<file path="src/rtl/fetch_prefetch_unit.sv">
`default_nettype none
// ============================================================================
//  Module      : fetch_prefetch_unit
//  Description : Instruction-fetch front end. Owns the PC, drives an
//                async-read instruction memory and buffers fetched words
//                with their PCs in a DEPTH-entry prefetch queue. Decode
//                takes the head entry over a valid/ready handshake, and a
//                branch redirect flushes the queue and reloads the PC.
//                Optional feature macro: FETCH_BYPASS_EN. When it is
//                defined, a fetch into an empty queue is presented to
//                decode in the same cycle.
//  Revision    : 1.0 - initial release
// ============================================================================
module fetch_prefetch_unit #(
    parameter int DATA_W   = 16,
    parameter int ADDR_W   = 8,
    parameter int DEPTH    = 4,
    parameter int RESET_PC = 0
) (
    input  logic                       clk,
    input  logic                       rst,
    input  logic                       fetch_en,
    output logic [ADDR_W-1:0]          imem_addr,
    input  logic [DATA_W-1:0]          imem_data,
    input  logic                       redirect_valid,
    input  logic [ADDR_W-1:0]          redirect_pc,
    output logic                       ir_valid,
    input  logic                       ir_ready,
    output logic [DATA_W-1:0]          ir_instr,
    output logic [ADDR_W-1:0]          ir_pc,
    output logic [ADDR_W-1:0]          fetch_pc,
    output logic [$clog2(DEPTH+1)-1:0] q_count,
    output logic                       q_full
);

    localparam int CNT_W = $clog2(DEPTH + 1);
    localparam int PTR_W = $clog2(DEPTH);

    localparam logic [CNT_W-1:0]  c_CNT_ONE  = CNT_W'(1);
    localparam logic [CNT_W-1:0]  c_CNT_FULL = CNT_W'(DEPTH);
    localparam logic [PTR_W-1:0]  c_PTR_ONE  = PTR_W'(1);
    localparam logic [ADDR_W-1:0] c_PC_ONE   = ADDR_W'(1);
    localparam logic [ADDR_W-1:0] c_PC_RST   = ADDR_W'(RESET_PC);

    logic [DATA_W-1:0] r_mem_instr [DEPTH];
    logic [ADDR_W-1:0] r_mem_pc    [DEPTH];
    logic [PTR_W-1:0]  r_wr_ptr;
    logic [PTR_W-1:0]  r_rd_ptr;
    logic [CNT_W-1:0]  r_count;
    logic [ADDR_W-1:0] r_fetch_pc;

    logic w_empty;
    logic w_full;
    logic w_pop;
    logic w_push;
    logic w_bypass_avail;
    logic w_bypass_take;

    assign w_empty = (r_count == '0);
    assign w_full  = (r_count == c_CNT_FULL);

`ifdef FETCH_BYPASS_EN
    // An empty queue lets the word being fetched go straight to decode.
    assign w_bypass_avail = w_empty & fetch_en & ~redirect_valid;
    assign w_bypass_take  = w_bypass_avail & ir_ready;
`else
    assign w_bypass_avail = 1'b0;
    assign w_bypass_take  = 1'b0;
`endif

    // Queue handshake: a pop needs a stored entry; a bypassed word is never pushed.
    always_comb begin
        w_pop  = ~w_empty & ir_ready;
        w_push = fetch_en & ~redirect_valid & (~w_full | w_pop) & ~w_bypass_take;
    end

    // Head presentation: bypassed word wins when the queue is empty.
    always_comb begin
        ir_valid = ~w_empty | w_bypass_avail;
        ir_instr = r_mem_instr[r_rd_ptr];
        ir_pc    = r_mem_pc[r_rd_ptr];
        if (w_bypass_avail) begin
            ir_instr = imem_data;
            ir_pc    = r_fetch_pc;
        end
    end

    assign imem_addr = r_fetch_pc;
    assign fetch_pc  = r_fetch_pc;
    assign q_count   = r_count;
    assign q_full    = w_full;

    // PC, pointers and occupancy; redirect overrides everything else.
    always_ff @(posedge clk or posedge rst) begin
        if (rst) begin
            r_fetch_pc <= c_PC_RST;
            r_wr_ptr   <= '0;
            r_rd_ptr   <= '0;
            r_count    <= '0;
        end else if (redirect_valid) begin
            r_fetch_pc <= redirect_pc;
            r_wr_ptr   <= '0;
            r_rd_ptr   <= '0;
            r_count    <= '0;
        end else begin
            if (w_push || w_bypass_take) begin
                r_fetch_pc <= r_fetch_pc + c_PC_ONE;
            end
            if (w_push) begin
                r_wr_ptr <= r_wr_ptr + c_PTR_ONE;
            end
            if (w_pop) begin
                r_rd_ptr <= r_rd_ptr + c_PTR_ONE;
            end
            if (w_push && !w_pop) begin
                r_count <= r_count + c_CNT_ONE;
            end else if (w_pop && !w_push) begin
                r_count <= r_count - c_CNT_ONE;
            end
        end
    end

    // Entry storage: each push records the fetched word together with its PC.
    always_ff @(posedge clk or posedge rst) begin
        if (rst) begin
            for (int i = 0; i < DEPTH; i++) begin
                r_mem_instr[i] <= '0;
                r_mem_pc[i]    <= '0;
            end
        end else if (w_push) begin
            r_mem_instr[r_wr_ptr] <= imem_data;
            r_mem_pc[r_wr_ptr]    <= r_fetch_pc;
        end
    end

endmodule
`default_nettype wire

</file>
<file path="config.mk">
export PLATFORM = sky130hd
export DESIGN_NAME = fetch_prefetch_unit
export DESIGN_NICKNAME = d
export VERILOG_FILES = /design/src/rtl/fetch_prefetch_unit.sv
export SDC_FILE = /design/constraint.sdc
export NUM_CORES = 1
export LEC_CHECK = 0
export ABC_AREA = 1
export CAP_MARGIN = 20
export CORE_MARGIN = 2
export CORE_UTILIZATION = 30
export DETAILED_ROUTE_END_ITERATION = 10
export GPL_TIMING_DRIVEN = 0
export PLACE_DENSITY = 0.48
export SLEW_MARGIN = 25
export SYNTH_ARGS = -nofsm -noshare
export SYNTH_HDL_FRONTEND = slang
export SYNTH_SLANG_ARGS = --single-unit
</file>
<file path="constraint.sdc">
create_clock -name clk -period 6.56 [get_ports clk]
set_input_delay 1.64 -clock clk [delete_from_list [all_inputs] [get_ports clk]]
set_output_delay 1.64 -clock clk [all_outputs]
set_load 0.05 [all_outputs]
</file>
==> metrics, run 1 <==
outcome complete, no violations; pin count of the biggest net entering global routing 65; CP required 4.92 ns; Placement Setup Slack 2.39 ns; Reg2Reg Setup Slack 4.54 ns; core area 0.0172 mm²; Least-Margin Pin Slew 0.639 ns; Clock power frac 16.7%; port bufs 73; antenna cells 0; synthesized area 0.00523 mm²; P&R area growth vs syn 25.0%; crit path kind reg -> out; flops & latches, synth 111; DRT Wirelength 14600 µm; Cell variety after synth 29; Final Skew 0.00438 ns; sw frac 43.6%; Int Power 1.72 mW; vias in the first global route 4293; Seq. cell area 0.00278 mm²; TritonCTS clock tree yes; Post-route DRC 0; DIE WIDTH 136 µm; Die Span Y 136 µm; Mapped Nets 636; WL/cell 16.0 µm; Worst Hold End r_mem_instr[16]; r2r startpoint q_count[0]; post-synthesis cell count 601; Post-CTS Setup Bufs 0; number of core rows 48; crit path DAT 2.89 ns; fraction of registers with async set or reset after synthesis 100%; CP Launch Type register; R2R depth 12; share of power burned in registers 36.7%; Resize count post-CTS 0; first-pass iteration count of the detailed router 5; CP peak stage delay 0.86 ns; Synth area leaders dfrtp_1 53%, o21ai_0 10%, nand2_1 9.3%; most frequent cells in the layout 129 x nand2_1, 111 x dfrtp_1, 106 x o21ai_0, 73 x clkdlybuf4s50_1, 55 x nor2_1; DR iter-0 viols 323; crit-path leading delay family buffers and inverters; Max Clock Freq 0.221 GHz; unrepaired setup endpoints after global routing no; Hold Startpoint r_mem_instr[16]; Final Hold Fails 0; worst skew pair latency 0.35 ns; worst-path cell chain inv_1, clkbuf_1, buf_2, nor2_1, o22ai_1, clkdlybuf4s50_1; power share of the combinational group 46.6%; number of max-cap violations 0; CTS clk-pin slew, worst paths 0.07 ns; first-pass GRT wire length 23300 µm; hold bufs inserted after CTS 0; gp weighted congestion 0.786; die area 0.0185 mm²; TNS Setup 0 ns; number of flops mapped to enable cells by yosys 0; ys flop type dfrtp_1; Max FO, Critical Path 10; Synth top area share 53.1%; final period utilization 69.0%; CTS buffer count 9; Fill cells 1766; PD cells 467 mW/mm²; post-DP HPWL 10100 µm; clock sinks 111; CP Capture Type output pin; antenna violations before repair 0; share of cells above drive strength 1 9.00%; CP max stage cell clkdlybuf4s50_1; Placed Instances 900; Tot GR Track Use 16.7%; Crit path buffers/inverters 4; Vias 4397; area of the multi-input gates 0.00199 mm²; Setup-failing EPs final 0; clock root buffer clkbuf_16; Switch Pwr 1.33 mW; Max Root-Sink Buffers 2; fin cells 914; worst relative slew slack 57.4%; htree depth 3; initial core utilization 30.5%; ANT nets after route 0; clock period minus worst slack 4.53 ns; hold depth 2; syn avg cell area 8.71 µm²; worst min path class reg -> reg; Leak Pwr 3.05 nW; Stages on worst setup path 6; RR Endpoint q_count[2]; Nets 721; PnR worst setup slack 2.03 ns; io pins 74; Vias/cell 4.81; Synthesis Warnings 0; sequential-to-total area share from yosys stat 53.1%; max-slew violations 0; commonest non-fill, non-tap cell in the layout nand2_1; cell taking the most area after synthesis dfrtp_1; maximum vdd drop 232 µV; GRT overflow 0
## power by group through the flow
stage,sequential [mW],combinational (mW),clock [mW]
after global routing,1.16,1.55,0.553
after CTS,1.12,1.44,0.526
after detailed placement,1.13,1.44,0
final,1.12,1.43,0.510
after floorplan,1.15,0.953,0
after global placement,1.12,1.42,0
## metrics by stage
stage / utilization [%] / hold WS (ns) / area (µm²) / total power, mW
global route: 38.1 / 0.497 / 6540 / 3.26
detailed placement: 36.5 / 0.464 / 6280 / 2.57
global placement: 36.4 / 0.461 / 6240 / 2.55
finish: 38.1 / 0.482 / 6540 / 3.06
floorplan: - / 0.448 / 5230 / 2.10
CTS: 38.1 / 0.481 / 6540 / 3.09
## per-layer routing
| layer | up-vias | GRT usage [%] | wire (µm) |
|---|---|---|---|
| met1 | 2098 | 22.6 | 6810 |
| met2 | 147 | 26.7 | 6630 |
| met3 | 13 | 4.40 | 1030 |
| met4 | 0 | 4.05 | 153 |
| met5 | - | 0 | 0 |
| li1 | 2139 | - | - |
## sequential cells by signal, summed over array words and instances, names as in the netlist
register,cells
fetch_pc,8
q_count,3
r_rd_ptr,2
r_mem_pc,32
r_mem_instr,64
r_wr_ptr,2
## cells in the mapped netlist (3+ instances only)
| cell type | instances |
|---|---|
| a21oi_1 | 3 |
| buf_2 | 5 |
| buf_4 | 8 |
| buf_6 | 11 |
| clkbuf_1 | 18 |
| dfrtp_1 | 111 |
| ha_1 | 5 |
| inv_1 | 38 |
| nand2_1 | 129 |
| nand2_4 | 5 |
| nand3_1 | 20 |
| nor2_1 | 55 |
| o21ai_0 | 106 |
| o21ai_1 | 33 |
| o21ai_2 | 10 |
| o22ai_1 | 24 |
| xor2_1 | 3 |
## area by class of cell
class	instances	area share (%)
Sequential cell	111	42.5
Multi-Input combinational cell	405	30.5
Timing Repair Buffer	74	11.6
Buffer	43	4.46
Tap cell	225	4.30
Clock buffer	13	3.98
Inverter	42	2.68
Clock inverter	1	0.0765
## worst min-delay path, stage by stage (launching register included)
cell and delay (ns):
dfrtp_1 0.34, nand2_1 0.05, o21ai_0 0.06
## how the worst max path moves through the flow
stage,from,to,slack (ns)
5_1_grt,r_rd_ptr[0],ir_pc[2],1.89
3_3_place_gp,rst,r_mem_instr[5],0.29
2_1_floorplan,rst,fetch_pc[0],1.99
4_1_cts,r_rd_ptr[0],ir_pc[6],1.99
3_5_place_dp,r_rd_ptr[0],ir_pc[6],2.39
6_report,r_rd_ptr[0],ir_pc[2],2.03
## logic make-up after synthesis
kind of cell | count (synthesis) | synth area share (%)
AO/OA/AOI/OAI | 178 | 18.4
buffers and inverters | 85 | 8.82
AND/OR/NAND/NOR | 216 | 17.3
adder cells (fa/ha/maj) | 6 | 1.58
flip-flops | 111 | 53.1
XOR/XNOR | 5 | 0.837
Power figures use the tool's default switching activity.
==> run 2: changes to the inputs <==
Clock period 6.56 ns to 4.3 ns, I/O delays scaled along.
==> results of run 2 <==
Same layout as run 1 (identical final DEF). Status: complete, no violations.
Among the figures that moved: setup slack after placement 2.39 ns -> 0.691 ns; setup slack after layout 2.03 ns -> 0.337 ns; register-to-register setup slack 4.54 ns -> 2.28 ns; total power 3.06 mW -> 4.67 mW; worst IR drop on VDD 232 µV -> 354 µV
==> RTL edit: new RTL, settings of run 2 <==
Set the parameter `DEPTH` to 2 (it was 4).
--- a/src/rtl/fetch_prefetch_unit.sv
+++ b/src/rtl/fetch_prefetch_unit.sv
@@ -14,7 +14,7 @@
 module fetch_prefetch_unit #(
     parameter int DATA_W   = 16,
     parameter int ADDR_W   = 8,
-    parameter int DEPTH    = 4,
+    parameter int DEPTH    = 2,
     parameter int RESET_PC = 0
 ) (
     input  logic                       clk,
Ports: changed (resized q_count); port bits go from 74 to 73. No check against the original RTL was run, so the function may have changed too.
==> RTL edit against run 2 <==
  * Critical path depth is the same
  * Power down 39%
  * Worst setup slack gained 0.35 ns
  * Area after synthesis shrank 44%
  * Critical path type unchanged
  * Routed wire length is 50% lower
  * Design area fell by 38%
  * Largest power group unchanged
  * Sequential cell count shrank 51
==> RTL edit: results (changes against run 2) <==
status finished, final reports clean (unchanged); dpl cell area 0.00382 mm^2 (was 0.00628 mm^2); root buffer selected by CTS clkbuf_8 (was clkbuf_16); P_sw 1.26 mW (was 2.04 mW); vias per cell 4.36 (was 4.81); list of most frequent post-synthesis cells nand2_1, dfrtp_1, inv_1, o21ai_0, o21ai_1 (was nand2_1, dfrtp_1, o21ai_0, nor2_1, inv_1); largest cells by area after synthesis dfrtp_1, nand2_1, o21ai_0 (was dfrtp_1, o21ai_0, nand2_1); crit-path max cell delay 0.80 ns (was 0.86 ns); Hold Slack 0.482 ns (about the same); CP Capture Point ir_pc[1] (was ir_pc[2]); Synth async-reset ratio 100% (unchanged); WL met2 3290 um (was 6630 um); P_leak 2.00 nW (was 3.05 nW); Unique masters post-synth 26 (was 29); Synthesized Nets 387 (was 636); drt wl/cell 12.6 um (was 16.0 um); hold path endpoint r_mem_instr[14]$_DFFE_PP0P_ (was r_mem_instr[16]$_DFFE_PP0P_); Comb power frac 48.7% (was 46.6%); global-route usage over all layers 15.1% (was 16.7%); clk_skew 0.00833 ns (was 0.00438 ns); DPL Wire Length 5140 um (was 10,100 um); Reg2Reg Depth 9 (was 12); pin count of the biggest net entering global routing 40 (was 65); via count 2,519 (was 4,397); Arr. time, crit path 2.53 ns (was 2.89 ns); Iter 0 DRT Violations 96 (was 323); nets 470 (was 721); GR Layer Usage met2 23.0% (was 26.7%); DR WL met3 457 um (was 1030 um); relative slew slack 63.8% (was 57.4%); port bufs 71 (was 73); M1 WL 3450 um (was 6810 um); share of cells above drive strength 1 12.1% (was 9.00%); CP startpoint r_rd_ptr$_DFFE_PP0P_ (was r_rd_ptr[0]$_DFFE_PP0P_); Placer Congestion 0.766 (was 0.786); hold_sp r_mem_instr[14]$_DFFE_PP0P_ (was r_mem_instr[16]$_DFFE_PP0P_); Place WS 0.988 ns (was 0.691 ns); maximum vdd drop 0.347 mV (was 0.354 mV); number of flip-flops in the largest register 32 (was 64); worst r2r dst r_mem_pc[6]$_DFFE_PP0P_ (was q_count[2]$_DFFE_PP0P_); drt first pass iters 4 (was 5); sequential power 0.901 mW (was 1.71 mW)
## RTL edit: changes by cell type after synthesis, sizes merged, moves of 2 or more
cell	before	now
xnor2	2	0
clkbuf	18	8
o21ai	149	54
nand3	20	14
nand2	137	154
buf	25	17
a21oi	3	1
o22ai	24	1
dfrtp	111	60
inv	42	35
nor2	56	2
ha	5	1
## RTL edit: cell type report
cell class                      instances  area, um^2
Buffer                                 25         179
Clock buffer                           11         141
Clock inverter                          5        75.1
Fill cell                            1012        5560
Inverter                               36         155
Multi-Input combinational cell        236        1090
Sequential cell                        60        1500
Tap cell                              133         166
Timing Repair Buffer                   72         731
## RTL edit: logic make-up (layout without fill, tap and decap cells)
group	Yosys count	count (layout)	synth area share (%)
compound gates	60	60	11.9
xor+xnor	3	3	0.900
buf+inv	61	149	11.3
flops	60	60	51.4
fa+ha+maj	1	1	0.428
simple gates	172	172	24.0
